--- config.mk ---
export PLATFORM = sky130hd
export DESIGN_NAME = rom_row_scanner
export DESIGN_NICKNAME = d
export VERILOG_FILES = /design/src/rtl/rom_scan_pkg.sv /design/src/rtl/row_shifter.sv /design/src/rtl/rom_row_scanner.sv
export SDC_FILE = /design/constraint.sdc
export NUM_CORES = 1
export LEC_CHECK = 0
export BUFFER_PORTS_ARGS = -buffer_cell sky130_fd_sc_hd__buf_2
export CAP_MARGIN = 20
export CORE_MARGIN = 2
export CORE_UTILIZATION = 55
export DETAILED_ROUTE_END_ITERATION = 7
export GPL_TIMING_DRIVEN = 0
export PLACE_DENSITY = 0.85
export SLEW_MARGIN = 20
export SYNTH_ARGS = -nofsm -noshare
export SYNTH_HDL_FRONTEND = slang
export SYNTH_HIERARCHICAL = 1
export SYNTH_SLANG_ARGS = --single-unit
--- constraint.sdc ---
create_clock -name clk -period 2.06 [get_ports clk]
set_input_delay 0.206 -clock clk [delete_from_list [all_inputs] [get_ports clk]]
set_output_delay 0.206 -clock clk [all_outputs]
set_load 0.01 [all_outputs]
--- src/rtl/rom_scan_pkg.sv ---
// Shared defaults and state type for the ROM row scanner.
package rom_scan_pkg;

  localparam int DEF_ROWS         = 48;
  localparam int DEF_WIDTH        = 64;
  localparam int DEF_ADDR_W       = 6;
  localparam int DEF_BLANK_CYCLES = 4;
  localparam int BLANK_CNT_W      = 4;

  typedef enum logic [2:0] {
    IDLE  = 3'd0,
    FETCH = 3'd1,
    SHIFT = 3'd2,
    BLANK = 3'd3,
    DONE  = 3'd4
  } scan_state_t;

endpackage

--- src/rtl/row_shifter.sv ---
// Row-wide shift register: parallel load, left shift with zero fill, MSB out.
module row_shifter
  import rom_scan_pkg::*;
#(
  parameter int WIDTH = DEF_WIDTH
) (
  input  logic             clk,
  input  logic             rst_n,
  input  logic             load,
  input  logic             shift_en,
  input  logic [WIDTH-1:0] din,
  output logic             msb
);

  logic [WIDTH-1:0] shreg_r;

  // Shift register: load has priority over shift.
  always_ff @(posedge clk or negedge rst_n) begin
    if (!rst_n) begin
      shreg_r <= '0;
    end else if (load) begin
      shreg_r <= din;
    end else if (shift_en) begin
      shreg_r <= {shreg_r[WIDTH-2:0], 1'b0};
    end else begin
      shreg_r <= shreg_r;
    end
  end

  assign msb = shreg_r[WIDTH-1];

endmodule

--- src/rtl/rom_row_scanner.sv ---
// Walks the bitmap ROM row by row and streams each row MSB-first as a
// one-bit pixel stream under valid/ready, with a blank gap between rows.
module rom_row_scanner
  import rom_scan_pkg::*;
#(
  parameter int ROWS         = DEF_ROWS,
  parameter int WIDTH        = DEF_WIDTH,
  parameter int ADDR_W       = DEF_ADDR_W,
  parameter int BLANK_CYCLES = DEF_BLANK_CYCLES
) (
  input  logic              clk,
  input  logic              rst_n,
  input  logic              start,
  output logic [ADDR_W-1:0] rom_addr,
  input  logic [WIDTH-1:0]  rom_data,
  output logic              pix_valid,
  input  logic              pix_ready,
  output logic              pix_data,
  output logic [ADDR_W-1:0] pix_col,
  output logic [ADDR_W-1:0] pix_row,
  output logic              sol,
  output logic              busy,
  output logic              frame_done
);

  localparam logic [ADDR_W-1:0]      LAST_ROW   = ADDR_W'(ROWS - 32'sd1);
  localparam logic [ADDR_W-1:0]      LAST_COL   = ADDR_W'(WIDTH - 32'sd1);
  localparam logic [ADDR_W-1:0]      ADDR_ONE   = ADDR_W'(32'd1);
  localparam logic [BLANK_CNT_W-1:0] BLANK_LAST = BLANK_CNT_W'(BLANK_CYCLES - 32'sd1);
  localparam logic [BLANK_CNT_W-1:0] CNT_ONE    = BLANK_CNT_W'(32'd1);
  localparam bit                     HAS_BLANK  = (BLANK_CYCLES > 32'sd0);

  scan_state_t            state_r, state_s;
  logic [ADDR_W-1:0]      row_r, row_s;
  logic [ADDR_W-1:0]      col_r, col_s;
  logic [BLANK_CNT_W-1:0] cnt_r, cnt_s;
  logic                   load_s, shift_s, accept_s;
  logic                   pix_valid_r, sol_r, busy_r, frame_done_r;

  assign accept_s = pix_valid_r & pix_ready;

  // Next-state, row/column/blank counter and shifter control.
  always_comb begin
    state_s = state_r;
    row_s   = row_r;
    col_s   = col_r;
    cnt_s   = cnt_r;
    load_s  = 1'b0;
    shift_s = 1'b0;
    case (state_r)
      IDLE: begin
        if (start) begin
          state_s = FETCH;
          row_s   = '0;
          col_s   = '0;
        end else begin
          state_s = IDLE;
        end
      end
      FETCH: begin
        load_s  = 1'b1;
        col_s   = '0;
        state_s = SHIFT;
      end
      SHIFT: begin
        if (accept_s) begin
          shift_s = 1'b1;
          col_s   = col_r + ADDR_ONE;
          if (col_r == LAST_COL) begin
            col_s = '0;
            if (row_r == LAST_ROW) begin
              state_s = DONE;
            end else if (HAS_BLANK) begin
              state_s = BLANK;
              cnt_s   = '0;
            end else begin
              state_s = FETCH;
              row_s   = row_r + ADDR_ONE;
            end
          end else begin
            state_s = SHIFT;
          end
        end else begin
          state_s = SHIFT;
        end
      end
      BLANK: begin
        if (cnt_r == BLANK_LAST) begin
          state_s = FETCH;
          row_s   = row_r + ADDR_ONE;
          cnt_s   = '0;
        end else begin
          cnt_s = cnt_r + CNT_ONE;
        end
      end
      DONE: begin
        state_s = IDLE;
        row_s   = '0;
        col_s   = '0;
      end
      default: begin
        state_s = IDLE;
        row_s   = '0;
        col_s   = '0;
        cnt_s   = '0;
      end
    endcase
  end

  // State and output registers; outputs are decoded from the next state so
  // they line up with the cycle the FSM is in.
  always_ff @(posedge clk or negedge rst_n) begin
    if (!rst_n) begin
      state_r      <= IDLE;
      row_r        <= '0;
      col_r        <= '0;
      cnt_r        <= '0;
      pix_valid_r  <= 1'b0;
      sol_r        <= 1'b0;
      busy_r       <= 1'b0;
      frame_done_r <= 1'b0;
    end else begin
      state_r      <= state_s;
      row_r        <= row_s;
      col_r        <= col_s;
      cnt_r        <= cnt_s;
      pix_valid_r  <= (state_s == SHIFT);
      sol_r        <= (state_s == SHIFT) && (col_s == '0);
      busy_r       <= (state_s != IDLE);
      frame_done_r <= (state_s == DONE);
    end
  end

  row_shifter #(
    .WIDTH (WIDTH)
  ) u_shifter (
    .clk      (clk),
    .rst_n    (rst_n),
    .load     (load_s),
    .shift_en (shift_s),
    .din      (rom_data),
    .msb      (pix_data)
  );

  assign rom_addr   = row_r;
  assign pix_valid  = pix_valid_r;
  assign pix_col    = col_r;
  assign pix_row    = row_r;
  assign sol        = sol_r;
  assign busy       = busy_r;
  assign frame_done = frame_done_r;

endmodule

Word level (Yosys, flattened, before mapping)
Index checks and enable logic that the tools add are counted.
{"block": "totals", "register_bits": 87, "latch_bits": 0, "ramBits": 0, "mem_bits_ro": 0, "input_bits": 68, "output_inout_bits": 23, "word_cells": 61, "memories": 0}
{"block": "op_classes", "addsub": 3, "multipliers": 0, "div": 0, "order_cmp": 0, "eq_ne": 14, "shift": 0, "n_mux": 23, "bitwise_logic": 3, "reduce_logical": 9}
{"cell": "$mux W64", "count": 2}
{"cell": "$pmux W6 S3", "count": 2}
{"cell": "$mux W6", "count": 5}
{"cell": "$mux W4", "count": 4}
{"cell": "$add A6 B1 Y6 const B", "count": 2}
{"cell": "$eq A6 B6 Y1 const B", "count": 2}
{"cell": "$mux W3", "count": 4}
{"cell": "$pmux W3 S4", "count": 1}
{"cell": "$pmux W4 S3", "count": 1}
{"cell": "$ne A2 B2 Y1 const B", "count": 5}
{"cell": "$eq A3 B2 Y1 const B", "count": 3}
{"cell": "$eq A3 B3 Y1 const B", "count": 2}
{"cell": "$logic_not A6 Y1", "count": 1}
{"cell": "$add A4 B1 Y4 const B", "count": 1}
{"cell": "$eq A4 B2 Y1 const B", "count": 1}
{"cell": "$mux W1", "count": 4}
{"cell": "$reduce_and A4 Y1", "count": 1}
{"cell": "$eq A3 B1 Y1 const B", "count": 1}
{"cell": "$logic_not A3 Y1", "count": 1}
{"cell": "$reduce_and A3 Y1", "count": 1}
{"cell": "$reduce_bool A3 Y1", "count": 1}
{"cell": "$reduce_or A3 Y1", "count": 1}
{"cell": "$not A1 Y1", "count": 2}
{"cell": "$reduce_bool A2 Y1", "count": 1}
{"cell": "3 further kinds", "count": 3}

Depth between registers and ports, before layout
Gate-level depths: netlist of the first run.
{"block": "depth", "word_depth": 7, "ltp_mapped": 7, "ltp_nobuf": 7}

Cells and area by module
Netlist of the first run, hierarchy kept.
{"module": "row_shifter", "instances": 1, "cells_per_inst": 277, "area_per_inst_um2": 2996.6, "seq_area_each_um2": 1601.5}
{"module": "rom_row_scanner", "instances": 1, "cells_per_inst": 147, "area_per_inst_um2": 1367.6, "seq_area_each_um2": 575.6}

Least setup slack after synthesis of the first run
No wires, ideal clock.
{"block": "synth_timing", "path_kind": "register to register", "startpoint": "register col_r[0] (netlist: pix_col[0])", "endpoint": "register sol_r (netlist: sol)", "setup_ns": 0.096, "arrival_time_ns": 1.651, "required_ns": 1.964, "slack_ns": 0.314, "stages_incl_launch_ff": 7, "n_path_buf": 0, "period_less_slack_ns": 1.746, "cell_sequence": "dfrtp_1 ha_1 nand4_1 o2111a_1 nor3_1 nand4_1 nor4_2"}
{"block": "synth_via", "elab_chain_cells": 6, "word_cells_on_any_way": 12, "classes_between": "add/sub: 1; eq/ne: 2; mux: 7; reduce/logical: 2"}
{"element": "from (decl)", "line": "rom_row_scanner.sv:35", "rtl": "logic [ADDR_W-1:0] col_r, col_s;"}
{"element": "from (signal assigned)", "line": "rom_row_scanner.sv:125", "rtl": "col_r <= col_s;"}
{"element": "$add A6 B1 Y6 or $eq A6 B6 Y1 (tied branches)", "line": "rom_row_scanner.sv:68, rom_row_scanner.sv:69"}
{"element": "$mux W6 or $mux W3 (tied branches)", "line": "rom_row_scanner.sv:69", "rtl": "if (col_r == LAST_COL) begin"}
{"element": "$mux W6 or $mux W3 (tied branches)", "line": "rom_row_scanner.sv:66", "rtl": "if (accept_s) begin"}
{"element": "$pmux W6 S3 or $pmux W3 S4 (tied branches)", "line": "rom_row_scanner.sv:50", "rtl": "case (state_r)"}
{"element": "$logic_not A6 Y1 or $eq A3 B2 Y1 (tied branches)", "line": "rom_row_scanner.sv:128", "rtl": "sol_r <= (state_s == SHIFT) && (col_s == '0);"}
{"element": "$logic_and A1 B1 Y1 (*)", "line": "rom_row_scanner.sv:128"}
{"element": "to (signal assigned)", "line": "rom_row_scanner.sv:128"}
{"element": "to (decl)", "line": "rom_row_scanner.sv:38", "rtl": "logic pix_valid_r, sol_r, busy_r, frame_done_r;"}
Mark *: on every way between the ends. The rest lies on a longest branch, timed or not.
A chain may end at the register's enable or synchronous reset.

Worst setup path in the final report of the first run
{"block": "layout_timing", "startpoint": "register state_r[0]", "endpoint": "register u_shifter.shreg_r[42]"}
{"block": "layout_via", "elab_chain_cells": 3, "word_cells_on_any_way": 6, "classes_between": "eq/ne: 2; mux: 3; reduce/logical: 1"}
{"element": "from (decl)", "line": "rom_row_scanner.sv:33", "rtl": "scan_state_t state_r, state_s;"}
{"element": "from (signal assigned)", "line": "rom_row_scanner.sv:123", "rtl": "state_r <= state_s;"}
{"element": "$eq A3 B2 Y1", "line": "rom_row_scanner.sv:50"}
{"element": "$mux W1", "line": "rom_row_scanner.sv:50"}
{"element": "net shift_s", "line": "rom_row_scanner.sv:37", "rtl": "logic load_s, shift_s, accept_s;"}
{"element": "$reduce_bool A2 Y1 (no source line)"}
{"element": "to (signal assigned)", "line": "row_shifter.sv:22", "rtl": "shreg_r <= din;"}
{"element": "to (signal assigned)", "line": "row_shifter.sv:24", "rtl": "shreg_r <= {shreg_r[WIDTH-2:0], 1'b0};"}
{"element": "to (signal assigned)", "line": "row_shifter.sv:26", "rtl": "shreg_r <= shreg_r;"}
{"element": "to (decl)", "line": "row_shifter.sv:15", "rtl": "logic [WIDTH-1:0] shreg_r;"}
The timed path passes the listed nets, and every way through them passes these cells.

==> impl_metrics.env, run 1 <==
export IMPL_viasPerCell=5.41
export IMPL_synth_top_family_by_area="multiplexers"
export IMPL_intPower_mw=4.18
export IMPL_synth_xor_xnor_area_share=0
export IMPL_final_hold_viol_count=0
export IMPL_synthAdderAreaFrac=0.00860
export IMPL_worst_pin_slew_ps=613
export IMPL_path_max_fanout=10
export IMPL_core_um2=7690
export IMPL_regToRegEndpoint="u_shifter/shreg_r[42]"
export IMPL_die_area_um2=8660
export IMPL_p_leak_nw=2.54
export IMPL_comb_power_share=0.335
export IMPL_htree_levels=3
export IMPL_grt_pass1_vias=3367
export IMPL_fin_skew_ps=7.50
export IMPL_root_buffer="clkbuf_8"
export IMPL_avgRoutedWirePerCell_um=14.6
export IMPL_netlist_area_um2=4360
export IMPL_drt_iter0_drc=115
export IMPL_max_freq_mhz=517
export IMPL_status="complete, no violations"
export IMPL_initial_core_util=0.568
export IMPL_worstPathArrival_ps=2160
export IMPL_wl_met1_um=4170
export IMPL_whs_ps=60.4
export IMPL_final_cell_mix="96 x buf_2, 86 x dfrtp_1, 80 x nand2_1"
export IMPL_p_sw_frac=0.323
export IMPL_finalCritPeriodShare=0.939
export IMPL_numPortBuffers=90
export IMPL_post_route_drc_count=0
export IMPL_max_stage_delay_ps=410
export IMPL_path_cells="or3b_1 > buf_6 > nor2_2 > buf_8 > buf_12 > mux2i_1 > o21ai_1"
export IMPL_vias=3428
export IMPL_final_max_slew_viol_count=0
export IMPL_route_met3_wl_um=364
export IMPL_syn_to_final_growth_pct=20.3
export IMPL_antenna_left=0
export IMPL_reg2reg_from="state_r[0]"
export IMPL_cts_tree="yes"
export IMPL_highest_layer="met4"
export IMPL_synthSimpleGateAreaFrac=0.140
export IMPL_fp_dieH_um=93.1
export IMPL_synth_compound_area_frac=0.138
export IMPL_fin_area_um2=5250
export IMPL_path_class="reg2reg"
export IMPL_antennaDiodeCount=0
export IMPL_synth_main_ff_cell="dfrtp_1"
export IMPL_slew_headroom=0.590
export IMPL_p_per_area_nw_per_um2=1180
export IMPL_hold_path_class="in2reg"
export IMPL_ys_types=46
export IMPL_placedCellCount=617
export IMPL_groute_usage_overall=0.225
export IMPL_drive_gt1_frac=0.259
export IMPL_grt_pass1_wl_um=15400
export IMPL_synthMuxAreaShare=0.144
export IMPL_num_rows=32
export IMPL_rsz0062_at_grt="no"
export IMPL_nNetsFinal=598
export IMPL_synth_cells=424
export IMPL_fin_tns_setup_ps=0
export IMPL_p_sw_mw=1.99
export IMPL_async_reset_ff_frac=1.00
export IMPL_cp_end_kind="register"
export IMPL_numCtsBuffers=9
export IMPL_io_pins=91
export IMPL_yosysSeqAreaShare=0.499
export IMPL_maxCapViolations=0
export IMPL_dr_pass1_iters=4
export IMPL_seqPwrFrac=0.428
export IMPL_synthesis_nets=495
export IMPL_layout_min_cycle_time_ps=1930
export IMPL_finalSetupViolations=0
export IMPL_synth_edf_count=0
export IMPL_p_clk_frac=0.238
export IMPL_required_ps=2290
export IMPL_min_to="u_shifter/shreg_r[1]"
export IMPL_clk_pin_slew_ps=90
export IMPL_clk_latency_ps=350
export IMPL_stdcell_count=634
export IMPL_postPlaceCellArea_um2=4970
export IMPL_critPathLaunchType="register"
export IMPL_routed_wirelength_um=9260
export IMPL_reg2regPathDepth=7
export IMPL_die_w_um=93.1
export IMPL_clk_path_buf_depth=2
export IMPL_final_common_cell="buf_2"
export IMPL_routabilityCongestion=0.843
export IMPL_worst_r2r_setup_slack_ps=130
export IMPL_hpwl_um=6760
export IMPL_irDropWorstVdd_v=0.000569
export IMPL_cts_setup_buffers=0
export IMPL_antenna_found_initial=0
export IMPL_overflow=0
export IMPL_min_path_cells=3
export IMPL_hold_start="rom_data[1]"
export IMPL_syn_avg_cell_area_um2=10.3
export IMPL_p_total_mw=6.17
export IMPL_ys_ff_latch=87
export IMPL_grt_max_degree=50
export IMPL_fillers=607
export IMPL_cp_slowest_cell="dfrtp_1"
export IMPL_wl_met2_um=4650
export IMPL_ys_warn_count=6
export IMPL_cts_sinks=87
==> routing by layer <==
metal | vias up | track usage
met2 | 75 | 0.376
li1 | 1689 | -
met4 | 0 | 0.0723
met5 | - | 0
met3 | 10 | 0.0387
met1 | 1654 | 0.302
==> synthesized netlist by cell type (4+ instances only) <==
| master | n | area [µm²] |
|---|---|---|
| and3_1 | 4 | 25.0 |
| buf_12 | 6 | 120 |
| buf_2 | 7 | 35.0 |
| buf_4 | 7 | 52.6 |
| clkbuf_1 | 8 | 30.0 |
| dfrtp_1 | 87 | 2180 |
| inv_1 | 8 | 30.0 |
| mux2i_1 | 63 | 631 |
| nand2_1 | 80 | 300 |
| nand2b_1 | 6 | 37.5 |
| nand4_1 | 4 | 25.0 |
| nor2_1 | 9 | 33.8 |
| nor3_1 | 4 | 20.0 |
| o21ai_0 | 12 | 60.1 |
| o21ai_1 | 66 | 330 |
| o31ai_1 | 4 | 30.0 |
==> registers in the layout, indices dropped and copies added, names as in the netlist <==
register           flops
busy                   1
cnt_r                  4
frame_done             1
pix_col                6
pix_row                6
pix_valid              1
sol                    1
state_r                3
u_shifter/shreg_r     64
==> worst max path at each step <==
stage,start,to,slack (ps),cells past startpoint
global placement,rst_n,u_shifter/shreg_r[55],90,1
finish,state_r[0],u_shifter/shreg_r[42],130,7
global route,pix_col[1],sol,50,6
detailed placement,pix_col[0],sol,50,6
floorplan,pix_col[0],sol,310,6
CTS,pix_col[0],sol,20,6
==> power by group through the flow <==
stage	registers, mW	logic, mW	clock network, mW
5_1_grt	2.71	2.28	1.58
6_report	2.64	2.07	1.47
3_3_place_gp	2.62	1.95	0
3_5_place_dp	2.65	2.05	0
4_1_cts	2.63	2.07	1.51
2_1_floorplan	2.59	1.58	0
==> worst max-delay path: cells and delay by family, from the launching register on <==
kind	cells	cell delay, ps
compound gates	1	90
mux	1	240
simple gates	2	530
buf+inv	3	530
flops	1	410
==> final cells by class <==
cell class	count	area [µm²]	share of cell area
clock inverter	6	115	0.0219
sequential	87	2180	0.415
multi-input combinational	298	1890	0.361
inverter	8	30.0	0.00572
buffer	31	275	0.0524
timing repair buffer	92	490	0.0934
clock buffer	10	138	0.0262
tap	102	128	0.0243
==> kinds of logic after synthesis <==
kind of cell | count (synthesis)
muxes | 63
buffers and inverters | 39
DFF | 87
adders and majority gates | 3
and+or+nand+nor | 128
AOI/OAI and AO/OA | 104
==> what timing repair did <==
action	in CTS	in global routing
setup endpoints to repair	0	1
gates resized for setup	0	3
hold buffers	1	0
endpoints found under the hold margin	38	0
==> per-stage QoR <==
stage,worst slack [ps],utilization
floorplan,314,-
global placement,88.0,0.643
detailed placement,53.0,0.647
CTS,22.8,0.681
global route,46.4,0.683
finish,125,0.683
Note: power is estimated with default switching activity, not from simulation.
==> run 2: changes to the inputs <==
--- a/config.mk
+++ b/config.mk
@@ -13,3 +13,3 @@
 export GPL_TIMING_DRIVEN = 0
-export PLACE_DENSITY = 0.85
+export PLACE_DENSITY_LB_ADDON = 0.2
 export SLEW_MARGIN = 20
==> constraint.sdc (replaced) <==
create_clock -name clk -period 2.06 [get_ports clk]
set_input_delay 0.412 -clock clk [delete_from_list [all_inputs] [get_ports clk]]
set_output_delay 0.412 -clock clk [all_outputs]
set_load 0.01 [all_outputs]
==> impl_metrics.env, run 2 (same netlist as run 1, synthesis figures left out) <==
export IMPL_grt_pass1_vias=3377
export IMPL_finalSetupViolations=0
export IMPL_max_freq_mhz=518
export IMPL_antennaDiodeCount=0
export IMPL_seqPwrFrac=0.456
export IMPL_routed_wirelength_um=9010
export IMPL_grt_pass1_wl_um=15100
export IMPL_avgRoutedWirePerCell_um=14.2
export IMPL_stdcell_count=633
export IMPL_fin_tns_setup_ps=0
export IMPL_path_max_fanout=6
export IMPL_comb_power_share=0.353
export IMPL_intPower_mw=3.77
export IMPL_critPathMostFrequentCell="nand4_1"
export IMPL_clk_pin_slew_ps=90
export IMPL_vias=3475
export IMPL_viasPerCell=5.49
export IMPL_dr_pass1_iters=4
export IMPL_num_rows=32
export IMPL_layout_min_cycle_time_ps=1930
export IMPL_root_buffer="clkbuf_8"
export IMPL_whs_ps=33.2
export IMPL_syn_to_final_growth_pct=18.1
export IMPL_placedCellCount=617
export IMPL_cts_setup_buffers=0
export IMPL_cp_end_kind="register"
export IMPL_worstPathArrival_ps=2190
export IMPL_groute_usage_overall=0.218
export IMPL_overflow=0
export IMPL_slew_headroom=0.576
export IMPL_p_sw_mw=1.99
export IMPL_finalCritPeriodShare=0.938
export IMPL_io_pins=91
export IMPL_cts_tree="yes"
export IMPL_irDropWorstVdd_v=0.000562
export IMPL_htree_levels=3
export IMPL_clk_path_buf_depth=2
export IMPL_reg2reg_from="pix_col[0]"
export IMPL_maxCapViolations=0
export IMPL_hpwl_um=6540
export IMPL_critPathLaunchType="register"
export IMPL_drive_gt1_frac=0.262
export IMPL_regToRegEndpoint="sol"
export IMPL_cts_sinks=87
export IMPL_final_max_slew_viol_count=0
export IMPL_p_leak_nw=2.50
export IMPL_post_route_drc_count=0
export IMPL_reg2regPathDepth=6
export IMPL_final_common_cell="buf_2"
export IMPL_antenna_left=0
export IMPL_largest_reg_flops=64
export IMPL_status="complete, no violations"
export IMPL_max_stage_delay_ps=430
export IMPL_worst_pin_slew_ps=634
export IMPL_routabilityCongestion=0.815
export IMPL_top_register="u_shifter/shreg_r"
export IMPL_numPortBuffers=90
export IMPL_core_um2=7690
export IMPL_hold_path_class="in2async"
export IMPL_antenna_found_initial=0
export IMPL_crit_end="sol"
export IMPL_final_cell_mix="96 x buf_2, 85 x dfrtp_1, 80 x nand2_1"
export IMPL_cp_slowest_cell="dfrtp_2"
export IMPL_path_class="reg2reg"
export IMPL_postPlaceCellArea_um2=4970
export IMPL_fp_dieH_um=93.1
export IMPL_fin_area_um2=5150
export IMPL_nNetsFinal=597
export IMPL_fin_skew_ps=8.18
export IMPL_p_sw_frac=0.345
export IMPL_drt_iter0_drc=113
export IMPL_initial_core_util=0.568
export IMPL_crit_start="pix_col[0]"
export IMPL_die_w_um=93.1
export IMPL_p_per_area_nw_per_um2=1120
export IMPL_path_cells="ha_2 > nand4_1 > o2111a_1 > nor3_1 > nand4_1 > nor4_2"
export IMPL_numCtsBuffers=9
export IMPL_final_hold_viol_count=0
export IMPL_clk_latency_ps=350
export IMPL_p_clk_frac=0.191
export IMPL_grt_max_degree=50
export IMPL_p_total_mw=5.76
export IMPL_required_ps=2320
export IMPL_die_area_um2=8660
export IMPL_rsz0062_at_grt="no"
export IMPL_worst_r2r_setup_slack_ps=130
## run 2: worst min-delay path by stage
stage	from	end	slack, ps	depth (start not counted)
finish	rst_n	u_shifter/shreg_r[16]	30	1
global route	rst_n	u_shifter/shreg_r[16]	50	1
CTS	rst_n	u_shifter/shreg_r[16]	40	1
detailed placement	rst_n	u_shifter/shreg_r[16]	420	1
global placement	cnt_r[3]	cnt_r[3]	480	1
floorplan	rst_n	busy	120	0
## run 2: through the flow
stage          setup slack, ps   util
6_report                   128  0.671
3_5_place_dp              45.1  0.647
3_3_place_gp              -127  0.643
4_1_cts                   6.44  0.670
2_1_floorplan              314      -
5_1_grt                   3.47  0.671
## run 2: repair_timing
item | in CTS | in global routing
gates resized for setup | 0 | 3
hold buffers | 0 | 0
setup endpoints to repair | 0 | 1
## run 2: critical path: cells and delay by family, from the launching register on
family	cells	cell delay (ps)
AND/OR/NAND/NOR	4	840
AO/OA/AOI/OAI	1	300
flip-flops	1	430
adder cells (fa/ha/maj)	1	270
## run 2: cell type report
type	instances	area (µm²)
Fill cell	650	2530
Sequential cell	87	2180
Multi-Input combinational cell	298	1880
Timing Repair Buffer	91	480
Buffer	31	275
Tap cell	102	128
Clock buffer	9	124
Clock inverter	7	53.8
Inverter	8	30.0
## run 2: layer usage
metal	vias up	track usage	share of wire
met1	1693	0.285	0.46
met2	82	0.365	0.49
li1	1689	-	-
met4	0	0.0784	0.013
met3	11	0.0395	0.043
met5	-	0	0
## run 2: power by group through the flow
stage | sequential (mW) | clock (mW) | combinational (mW)
2_1_floorplan | 2.59 | 0 | 1.58
3_3_place_gp | 2.62 | 0 | 1.96
3_5_place_dp | 2.64 | 0 | 2.05
4_1_cts | 2.62 | 1.13 | 2.05
5_1_grt | 2.70 | 1.20 | 2.24
6_report | 2.63 | 1.10 | 2.03
